## src/rtl/fifo_wr_framer_pkg.sv

```systemverilog
// Shared types and trailer-field helpers for fifo_wr_framer.
// Contents: FSM state enum and the trailer field layout: the truncation flag
// bit position and the width of the length field.
package fifo_wr_framer_pkg;

    typedef enum logic [1:0] {
        IDLE  = 2'd0,
        DATA  = 2'd1,
        DROP  = 2'd2,
        TRAIL = 2'd3
    } state_e;

    // Bit position of the truncation flag in the trailer word.
    function automatic int unsigned trunc_pos(input int unsigned width);
        return width - 1;
    endfunction

    // Width of the beat-count field in the trailer word (must hold MAX_LEN).
    function automatic int unsigned len_width(input int unsigned max_len);
        return $clog2(max_len) + 1;
    endfunction

endpackage

```

## src/rtl/fifo_wr_framer.sv

```systemverilog
// Frames an upstream beat stream into the write port of a dual-clock FIFO.
// Each frame is written as its data beats (capped at MAX_LEN) followed by one
// trailer word {trunc flag, zeros, beat count}. A frame only starts when the
// FIFO reports room for a full frame plus trailer.
// Ports:
//   wr_clk_i, wr_rst_n_i          write-domain clock, async active-low reset
//   s_valid_i/s_data_i/s_last_i   upstream beat; s_ready_o accepts it
//   wr_en_o/wr_data_o             registered FIFO write strobe and data
//   wr_full_i/wr_free_i           FIFO full flag and free word count
//   trunc_o                       one-cycle pulse when a frame is truncated
//   err_o                         sticky: write issued while FIFO full
//   frame_cnt_o                   frames committed, wrapping 16-bit count
module fifo_wr_framer
    import fifo_wr_framer_pkg::*;
#(
    parameter int unsigned WIDTH   = 8,
    parameter int unsigned DEPTH   = 8,
    parameter int unsigned MAX_LEN = 4
) (
    input  logic                   wr_clk_i,
    input  logic                   wr_rst_n_i,
    input  logic                   s_valid_i,
    input  logic [WIDTH-1:0]       s_data_i,
    input  logic                   s_last_i,
    output logic                   s_ready_o,
    output logic                   wr_en_o,
    output logic [WIDTH-1:0]       wr_data_o,
    input  logic                   wr_full_i,
    input  logic [$clog2(DEPTH):0] wr_free_i,
    output logic                   trunc_o,
    output logic                   err_o,
    output logic [15:0]            frame_cnt_o
);

    localparam int unsigned LEN_W     = len_width(MAX_LEN);
    localparam int unsigned TRUNC_POS = trunc_pos(WIDTH);
    localparam int unsigned FREE_W    = $clog2(DEPTH) + 1;

    state_e             state_q, state_d;
    logic [LEN_W-1:0]   len_q, len_d;
    logic               tflag_q, tflag_d;
    logic               ready_q, ready_d;
    logic               wr_en_q, wr_en_d;
    logic [WIDTH-1:0]   wr_data_q, wr_data_d;
    logic               trunc_q, trunc_d;
    logic               err_q, err_d;
    logic [15:0]        cnt_q, cnt_d;

    logic               accept_c;
    logic [LEN_W-1:0]   len_inc_c;
    logic [WIDTH-1:0]   trailer_c;

    assign accept_c  = s_valid_i & ready_q;
    assign len_inc_c = len_q + LEN_W'(1);

    // Trailer word: truncation flag on top, beat count in the low bits.
    always_comb begin
        trailer_c                = '0;
        trailer_c[LEN_W-1:0]     = len_q;
        trailer_c[TRUNC_POS]     = tflag_q;
    end

    // State register and all registered outputs.
    always_ff @(posedge wr_clk_i or negedge wr_rst_n_i) begin
        if (!wr_rst_n_i) begin
            state_q   <= IDLE;
            len_q     <= '0;
            tflag_q   <= 1'b0;
            ready_q   <= 1'b0;
            wr_en_q   <= 1'b0;
            wr_data_q <= '0;
            trunc_q   <= 1'b0;
            err_q     <= 1'b0;
            cnt_q     <= '0;
        end else begin
            state_q   <= state_d;
            len_q     <= len_d;
            tflag_q   <= tflag_d;
            ready_q   <= ready_d;
            wr_en_q   <= wr_en_d;
            wr_data_q <= wr_data_d;
            trunc_q   <= trunc_d;
            err_q     <= err_d;
            cnt_q     <= cnt_d;
        end
    end

    // Next-state and output logic.
    always_comb begin
        state_d   = state_q;
        len_d     = len_q;
        tflag_d   = tflag_q;
        wr_en_d   = 1'b0;
        wr_data_d = wr_data_q;
        trunc_d   = 1'b0;
        cnt_d     = cnt_q;
        err_d     = err_q | (wr_en_q & wr_full_i);

        unique case (state_q)
            IDLE: begin
                // Wait for the previous trailer to land so wr_free_i reflects it.
                if (s_valid_i && !wr_en_q && (wr_free_i >= FREE_W'(MAX_LEN + 1))) begin
                    state_d = DATA;
                end
            end
            DATA: begin
                if (accept_c) begin
                    wr_en_d   = 1'b1;
                    wr_data_d = s_data_i;
                    len_d     = len_inc_c;
                    if (s_last_i) begin
                        state_d = TRAIL;
                        tflag_d = 1'b0;
                    end else if (len_inc_c == LEN_W'(MAX_LEN)) begin
                        state_d = DROP;
                        tflag_d = 1'b1;
                        trunc_d = 1'b1;
                    end
                end
            end
            DROP: begin
                if (accept_c && s_last_i) begin
                    state_d = TRAIL;
                end
            end
            TRAIL: begin
                wr_en_d   = 1'b1;
                wr_data_d = trailer_c;
                cnt_d     = cnt_q + 16'd1;
                len_d     = '0;
                tflag_d   = 1'b0;
                state_d   = IDLE;
            end
            default: state_d = IDLE;
        endcase

        ready_d = (state_d == DATA) || (state_d == DROP);
    end

    assign s_ready_o   = ready_q;
    assign wr_en_o     = wr_en_q;
    assign wr_data_o   = wr_data_q;
    assign trunc_o     = trunc_q;
    assign err_o       = err_q;
    assign frame_cnt_o = cnt_q;

endmodule

```

## config.mk

```make
export PLATFORM = sky130hd
export DESIGN_NAME = fifo_wr_framer
export DESIGN_NICKNAME = d
export VERILOG_FILES = /design/src/rtl/fifo_wr_framer_pkg.sv /design/src/rtl/fifo_wr_framer.sv
export SDC_FILE = /design/constraint.sdc
export NUM_CORES = 1
export LEC_CHECK = 0
export ABC_AREA = 1
export BUFFER_PORTS_ARGS = -buffer_cell sky130_fd_sc_hd__buf_2
export CAP_MARGIN = 20
export CORE_MARGIN = 2
export CORE_UTILIZATION = 56
export CTS_CLUSTER_SIZE = 30
export DETAILED_ROUTE_END_ITERATION = 10
export GPL_TIMING_DRIVEN = 0
export PLACE_DENSITY = 0.87
export SLEW_MARGIN = 20
export SYNTH_ARGS = -nofsm -noshare
export SYNTH_HDL_FRONTEND = slang
export SYNTH_SLANG_ARGS = --single-unit
```

## constraint.sdc

```tcl
create_clock -name wr_clk_i -period 3.51 [get_ports wr_clk_i]
set_clock_uncertainty 0.1 [all_clocks]
set_input_delay 0.702 -clock wr_clk_i [delete_from_list [all_inputs] [get_ports wr_clk_i]]
set_output_delay 0.702 -clock wr_clk_i [all_outputs]
set_load 0.005 [all_outputs]
```

* Word level (Yosys, flattened, before mapping) *
Index checks and enable logic that the tools add are counted.

storage, ports and cells
  flip-flop bits (word level) = 34
  bits of input ports = 17
  logic and storage cells = 52

operators by class
  add/sub/neg operators = 2
  $lt $le $gt $ge = 1
  eq/ne operators = 8
  multiplexer cells = 20
  bitwise gates (word level) = 3
  reductions and logical operators = 9

operator list
  cell                                                                   count
  16-bit by 1-bit adder with 16-bit output, second input constant        1
  8-bit one-hot mux with 2 select lines                                  1
  2-bit two-way mux                                                      5
  1-bit two-way mux                                                      8
  8-bit two-way mux                                                      1
  2-bit one-hot mux with 4 select lines                                  1
  2-bit == test, second input constant                                   3
  3-bit one-hot mux with 2 select lines                                  1
  2-bit by 1-bit == test with 1-bit output, second input constant        2
  4-bit by 3-bit >= comparator with 1-bit output, second input constant  1
  1-bit one-hot mux with 2 select lines                                  2
  3-bit by 1-bit adder with 3-bit output, second input constant          1
  3-bit == test, second input constant                                   1
  1-bit logical AND                                                      3
  3-bit two-way mux                                                      1
  3-bit inequality test, second input constant                           1
  3-bit AND reduction                                                    1
  1-bit bitwise AND                                                      2
  2-bit logical NOT                                                      1
  2-bit inequality test, second input constant                           1
  2-bit AND reduction                                                    1
  2-bit nonzero test                                                     1
  1-bit logical NOT                                                      1
  1-bit logical OR                                                       1
  1-bit OR                                                               1

* Logic depth before layout (Yosys ltp) *
Gate-level depths: netlist (run 1).

  depth in word-level cells = 8
  gate-level depth with buffers = 10

* Worst setup path after synthesis (run 1) *
No wires, ideal clock.

  kind = input -> register
  start point = input s_valid_i
  end point = register wr_data_q[0] (netlist: wr_data_o[0])
  library setup time = 82 ps
  data arrival time = 1309 ps
  setup slack = 2020 ps
  stages on the path = 6
  cells stage by stage = nand2_1 -> inv_2 -> nand2_2 -> nand2_2 -> nor2_1 -> a31oi_1

between the ends
  cells in the longest elaborated chain, start to end = 3

ends and longest elaborated chain
  item                             RTL line              RTL
  start: declaration               fifo_wr_framer.sv:22  input logic s_valid_i,
  1-bit bitwise AND                fifo_wr_framer.sv:53  assign accept_c = s_valid_i & ready_q;
  2-bit inequality test (no line)  n/a
  2-bit AND reduction (no line)    n/a
  end signal: assignment           fifo_wr_framer.sv:81  wr_data_q <= wr_data_d;
  end: declaration                 fifo_wr_framer.sv:44  logic [WIDTH-1:0] wr_data_q, wr_data_d;

Every way passes these cells.
A chain may end at the register's enable or synchronous reset.

* Worst setup path in the final report (run 1) *
  start point = register cnt_q[0] (netlist: frame_cnt_o[0])
  end point = output frame_cnt_o[0]

RTL lines
  item                      RTL line              RTL
  start: declaration        fifo_wr_framer.sv:47  logic [15:0] cnt_q, cnt_d;
  start signal: assignment  fifo_wr_framer.sv:84  cnt_q <= cnt_d;
  end: declaration          fifo_wr_framer.sv:32  output logic [15:0] frame_cnt_o

No word-level cell between the ends.

==> flow_metrics.py, run 1 <==
metrics = {
    "cts": {
        "numCtsBuffers": 5,
        "clkLatencyLatePin_ns": 0.34,
        "cts_tree": "done",
        "clkTransAtPathRegs_ns": 0.12,
        "cts_setup_buffers": 0,
        "clock-sinks": 34,
        "holdBufCountCts": 0,
        "htree_levels": 2,
        "cts_resized": 0,
        "cts_buffer_depth": 2,
        "cts_root_buffer": "clkbuf_4",
    },
    "global_route": {
        "grt_max_degree": 35,
        "grt_pass1_wl_mm": 5.96,
        "first_global_vias": 1433,
        "antenna_found_initial": 0,
        "grt_overflow": 0,
        "track_usage_pct": 22.6,
    },
    "sta": {
        "max_freq_mhz": 580,
        "finalSetupTns_ns": 0,
        "setup_violations": 0,
        "max_slew.worst_pin.slew_ns": 0.720,
        "slew_headroom_pct": 52.0,
        "post-route-min-period_ns": 1.72,
        "setup_ws_ns": 1.79,
        "fin_crit_sh_pct": 49.1,
        "rsz0062_at_grt": "no",
        "drv_slew": 0,
        "timing.hold.ws_ns": 0.294,
        "hold_violations": 0,
    },
    "worst_setup_path": {
        "r2r-start": "frame_cnt_o[0]",
        "reg2regPathDepth": 6,
        "slowest_delay_ns": 0.44,
        "setup.worst_path.end_class": "output pin",
        "crit_fanout": 4,
        "cp.depth": 1,
        "path_class": "flop to output pin",
        "slowest_stage": "dfrtp_1",
        "critPathLaunch": "frame_cnt_o[0]",
        "critPathLaunchType": "flop",
        "required_ns": 2.71,
        "cp_cell_sequence": "buf_2",
        "path_buf_inv": 1,
        "crit_end": "frame_cnt_o[0]",
        "rr_endpoint": "frame_cnt_o[12]",
        "r2r_slack_ns": 1.96,
        "arrival_ns": 0.92,
        "cpLargestDelayFamily": "flip-flops",
    },
    "yosys": {
        "synth_edf_count": 0,
        "yosys-top-cells-count": "nand2_1, dfrtp_1, nor2_1",
        "ys_seq_area_share_pct": 50.5,
        "netlist.area_leader.share_pct": 50.5,
        "netlist_area_um2": 1680,
        "syn_avg_cell_area_um2": 8.18,
        "yosys_warnings": 0,
        "synth_seq_cells": 34,
        "synth_nets": 226,
        "synth_ff_type": "dfrtp_1",
        "ys_types": 23,
        "synth.most_common_cell": "nand2_1",
        "synth.area.top_cells": "dfrtp_1, nand2_1, nand3_1",
        "async_reset_ff_share_pct": 100,
        "yosys.area.top_type": "dfrtp_1",
        "netlist_instances": 206,
    },
    "detailed_routing": {
        "drtIter0Drc": 67,
        "drt_pass1_iterations": 7,
        "via_per_inst": 5.09,
        "met1_length_mm": 1.49,
        "wl_met2_mm": 1.59,
        "postRouteAntennaNets": 0,
        "num_vias": 1472,
        "drc_errors": 1,
        "routed-wl-met3_um": 207,
        "totalWireLength_mm": 3.34,
        "wl_per_cell_um": 11.6,
        "highest_layer": "met4",
    },
    "pwr": {
        "leakagePower_nw": 1.13,
        "vdd.ir_drop.worst_v": 0.000453,
        "pwr_density_cell_nw_per_um2": 637,
    },
    "final_layout": {
        "n_antenna_cell": 0,
        "nFillCells": 224,
        "finalNetCount": 277,
        "fin_util_pct": 72.2,
        "drive_gt1_share_pct": 26.4,
        "syn_to_final_growth_pct": 20.3,
        "stdcell_count": 289,
    },
    "floorplanning": {
        "num_rows": 19,
        "io_pins": 45,
        "start_util_pct": 60.0,
        "dieArea_um2": 3460,
        "die_w_um": 58.8,
        "die_y_um": 58.8,
        "core_area_um2": 2810,
    },
    "status": {
        "violations": "DRC",
        "status": "finished with violations",
    },
    "placement": {
        "place_inst": 281,
        "dpl.hpwl_mm": 2.51,
        "place_ws_ns": 1.76,
        "gp_congestion": 0.802,
        "port_buffers": 44,
    },
    "worst_hold_path": {
        "worstHoldPathType": "input port to asynchronous set/reset pin",
    },
    "flow_run": {
        "maxCapViolations": 0,
    },
}
-- area by class of cell --
cell class | instances | area, um^2 | share of cell area [%]
flip-flops and latches | 34 | 851 | 42.0
inverters | 26 | 97.6 | 4.82
well taps | 31 | 38.8 | 1.91
multi-input cells | 145 | 732 | 36.1
clock buffers | 5 | 37.5 | 1.85
plain buffers | 1 | 3.75 | 0.185
repair buffers | 44 | 220 | 10.9
clock inverters | 3 | 45.0 | 2.22
-- kinds of logic (layout without fill, tap and decap cells) --
logic type,count (synthesis),count (layout),share of synthesized area [%]
compound gates,11,11,3.71
flops,34,34,50.5
simple gates,121,121,32.3
xor+xnor,10,10,5.20
buf+inv,27,79,6.02
fa+ha+maj,3,3,2.23
-- where the power goes --
group | internal [mW] | leakage (nW) | switching, mW
Clock | 0.149 | 0.0374 | 0.140
Sequential | 0.493 | 0.439 | 0.0913
Combinational | 0.168 | 0.649 | 0.248
Total | 0.810 | 1.13 | 0.480
-- stage by stage --
| step | power (mW) | cell area [um^2] |
|---|---|---|
| finish | 1.29 | 2030 |
| global route | 1.39 | 2030 |
| CTS | 1.29 | 2030 |
| detailed placement | 1.01 | 1940 |
| global placement | 0.993 | 1940 |
| floorplan | 0.853 | 1680 |
-- routing by layer --
layer | vias to the layer above | global-route usage, %
met1 | 674 | 30.3
met5 | - | 0
li1 | 744 | -
met2 | 48 | 36.3
met4 | 0 | 8.44
met3 | 6 | 4.40
-- layout by cell type, fill, tap and decap left out, types with 4 or more instances in the layout --
cell type and instances:
nand2_1 66, buf_2 44, dfrtp_1 34, nor2_1 22, inv_1 20, nand3_1 20
xor2_1 7, inv_2 6, clkbuf_4 5, a31oi_1 4, o21ai_1 4
-- registers in the layout (all words and copies together), names as in the netlist --
| name | cells |
|---|---|
| err_o | 1 |
| trunc_o | 1 |
| tflag_q | 1 |
| wr_en_o | 1 |
| len_q | 3 |
| frame_cnt_o | 16 |
| s_ready_o | 1 |
| state_q | 2 |
| wr_data_o | 8 |
-- worst min-delay path by stage --
stage	start	end	slack [ns]	cells past startpoint
detailed placement	err_o	err_o	0.38	1
CTS	wr_rst_n_i	s_ready_o	0.32	1
global route	wr_rst_n_i	wr_en_o	0.35	1
finish	wr_rst_n_i	s_ready_o	0.29	1
global placement	err_o	err_o	0.34	1
floorplan	wr_rst_n_i	err_o	0.31	0
(Power assumes the default switching activity.)
==> inputs of run 2 (changes only) <==
--- a/config.mk
+++ b/config.mk
@@ -9,11 +9,11 @@
 export BUFFER_PORTS_ARGS = -buffer_cell sky130_fd_sc_hd__buf_2
 export CAP_MARGIN = 20
 export CORE_MARGIN = 2
-export CORE_UTILIZATION = 56
+export CORE_UTILIZATION = 52
 export CTS_CLUSTER_SIZE = 30
 export DETAILED_ROUTE_END_ITERATION = 10
 export GPL_TIMING_DRIVEN = 0
-export PLACE_DENSITY = 0.87
+export PLACE_DENSITY = 0.82
 export SLEW_MARGIN = 20
 export SYNTH_ARGS = -nofsm -noshare
 export SYNTH_HDL_FRONTEND = slang
==> constraint.sdc (replaced) <==
create_clock -name wr_clk_i -period 1.6 [get_ports wr_clk_i]
set_clock_uncertainty 0.1 [all_clocks]
set_input_delay 0.32 -clock wr_clk_i [delete_from_list [all_inputs] [get_ports wr_clk_i]]
set_output_delay 0.32 -clock wr_clk_i [all_outputs]
set_load 0.005 [all_outputs]
==> run 2 against run 1 <==
Net effect:
- sequential power is 120% higher
- via count decreased by 0.68%
- the run now ends clean
- combinational power grew 130%
==> flow_metrics.py, run 2 (same netlist as run 1, synthesis figures left out) <==
metrics = {
    "status": {
        "status": "finished, final reports clean",
    },
    "detailed_routing": {
        "num_vias": 1462,
        "drc_errors": 0,
        "drt_pass1_iterations": 4,
        "postRouteAntennaNets": 0,
        "drtIter0Drc": 62,
        "via_per_inst": 4.79,
        "wl_per_cell_um": 11.1,
        "totalWireLength_mm": 3.39,
    },
    "final_layout": {
        "syn_to_final_growth_pct": 24.0,
        "n_antenna_cell": 0,
        "layout_commonest_cell": "nand2_1",
        "multi_input_area_um2": 754,
        "layout_common_cells": "nand2_1, buf_2, dfrtp_1",
        "fin_util_pct": 67.8,
        "largest_reg_flops": 16,
        "stdcell_count": 305,
        "finalNetCount": 280,
        "nFillCells": 266,
        "drive_gt1_share_pct": 29.5,
        "register_area_um2": 853,
        "design_area_um2": 2090,
    },
    "floorplanning": {
        "die_y_um": 60.9,
        "start_util_pct": 54.7,
        "dieArea_um2": 3710,
        "num_rows": 20,
        "core_area_um2": 3080,
        "io_pins": 45,
        "die_w_um": 60.9,
    },
    "worst_hold_path": {
        "worstHoldPathType": "input port to flop",
    },
    "worst_setup_path": {
        "path_class": "flop to flop",
        "crit_fanout": 5,
        "required_ns": 1.72,
        "critPathLaunchType": "flop",
        "r2r_slack_ns": 0.09,
        "arrival_ns": 1.64,
        "setup.worst_path.end_class": "flop",
    },
    "pwr": {
        "leakagePower_nw": 1.14,
        "switching_share_pct": 37.0,
        "p_int_mw": 1.78,
        "power_frac_clock_pct": 20.6,
        "total_power_mw": 2.83,
        "pwr_density_cell_nw_per_um2": 1350,
        "switchingPower_mw": 1.05,
        "seqPwrFrac_pct": 45.7,
        "power_frac_comb_pct": 33.8,
        "vdd.ir_drop.worst_v": 0.000792,
    },
    "placement": {
        "place_area_um2": 1960,
        "place_inst": 294,
        "port_buffers": 44,
        "place_ws_ns": 0.0870,
        "dpl.hpwl_mm": 2.41,
        "gp_congestion": 0.787,
    },
    "sta": {
        "setup_violations": 0,
        "timing.hold.ws_ns": 0.0938,
        "hold_violations": 0,
        "setup_ws_ns": 0.0872,
        "slew_headroom_pct": 52.8,
        "rsz0062_at_grt": "no",
        "max_slew.worst_pin.slew_ns": 0.708,
        "finalSetupTns_ns": 0,
        "post-route-min-period_ns": 1.51,
        "fin_crit_sh_pct": 94.5,
        "max_freq_mhz": 661,
        "drv_slew": 0,
    },
    "cts": {
        "clkTransAtPathRegs_ns": 0.10,
        "cts_buffer_depth": 2,
        "clkLatencyLatePin_ns": 0.33,
        "clock-sinks": 34,
        "cts_root_buffer": "clkbuf_4",
        "htree_levels": 2,
        "numCtsBuffers": 5,
        "cts_tree": "done",
    },
    "global_route": {
        "grt_pass1_wl_mm": 5.39,
        "grt_max_degree": 35,
        "antenna_found_initial": 0,
        "grt_overflow": 0,
        "first_global_vias": 1282,
        "track_usage_pct": 20.2,
    },
    "flow_run": {
        "maxCapViolations": 0,
    },
}
## run 2: cell count changes in the layout (fill, tap and decap cells not counted), moves of 2 or more
cell,previous run,this run
dfrtp_1,34,32
dfrtp_2,0,2
clkinvlp_4,2,0
ha_1,3,1
nand2_1,66,64
buf_4,0,2
nand2_2,3,5
clkbuf_8,0,3
ha_2,0,2
## run 2: repair_timing
action | in CTS | in global routing
hold buffers | 1 | 0
resized for setup | 0 | 8
setup endpoints to repair | 0 | 8
endpoints found under the hold margin | 34 | 0
setup buffers | 0 | 2
## run 2: final cells by class
cell class | instances | area share, %
plain buffers | 1 | 0.180
flip-flops and latches | 34 | 40.9
inverters | 26 | 4.67
multi-input cells | 145 | 36.1
clock buffers | 8 | 3.77
repair buffers | 47 | 11.7
well taps | 44 | 2.64
## run 2: power groups by stage
| stage | registers, mW | clock network (mW) | logic [mW] |
|---|---|---|---|
| 3_5_place_dp | 1.29 | 0 | 0.908 |
| 3_3_place_gp | 1.28 | 0 | 0.887 |
| 4_1_cts | 1.28 | 0.591 | 0.915 |
| 6_report | 1.29 | 0.581 | 0.955 |
| 5_1_grt | 1.32 | 0.638 | 1.11 |
| 2_1_floorplan | 1.29 | 0 | 0.585 |
## run 2: worst max-delay path: stages (launching register included)
cell	delay, ns
dfrtp_1	0.40
ha_2	0.22
nand3_4	0.09
nor3_4	0.29
nand2_2	0.11
o21ai_1	0.13
nand2_1	0.06
## run 2: layer usage
layer	part of all wire, %	wire (um)	global-route usage (%)	vias to the layer above
li1	-	-	-	747
met1	46	1560	26.3	673
met2	48	1620	30.9	38
met3	4.3	145	5.33	4
met4	1.7	57	10.6	0
met5	0	0	0	-
## run 2: final timing paths
kind,start,cells after the start,end
min in group asynchronous,wr_rst_n_i,2,s_ready_o
min reg2reg,err_o,1,err_o
max in group asynchronous,wr_rst_n_i,2,state_q[1]
min,wr_full_i,2,err_o
max reg2reg,frame_cnt_o[0],6,frame_cnt_o[12]
max,frame_cnt_o[0],6,frame_cnt_o[12]
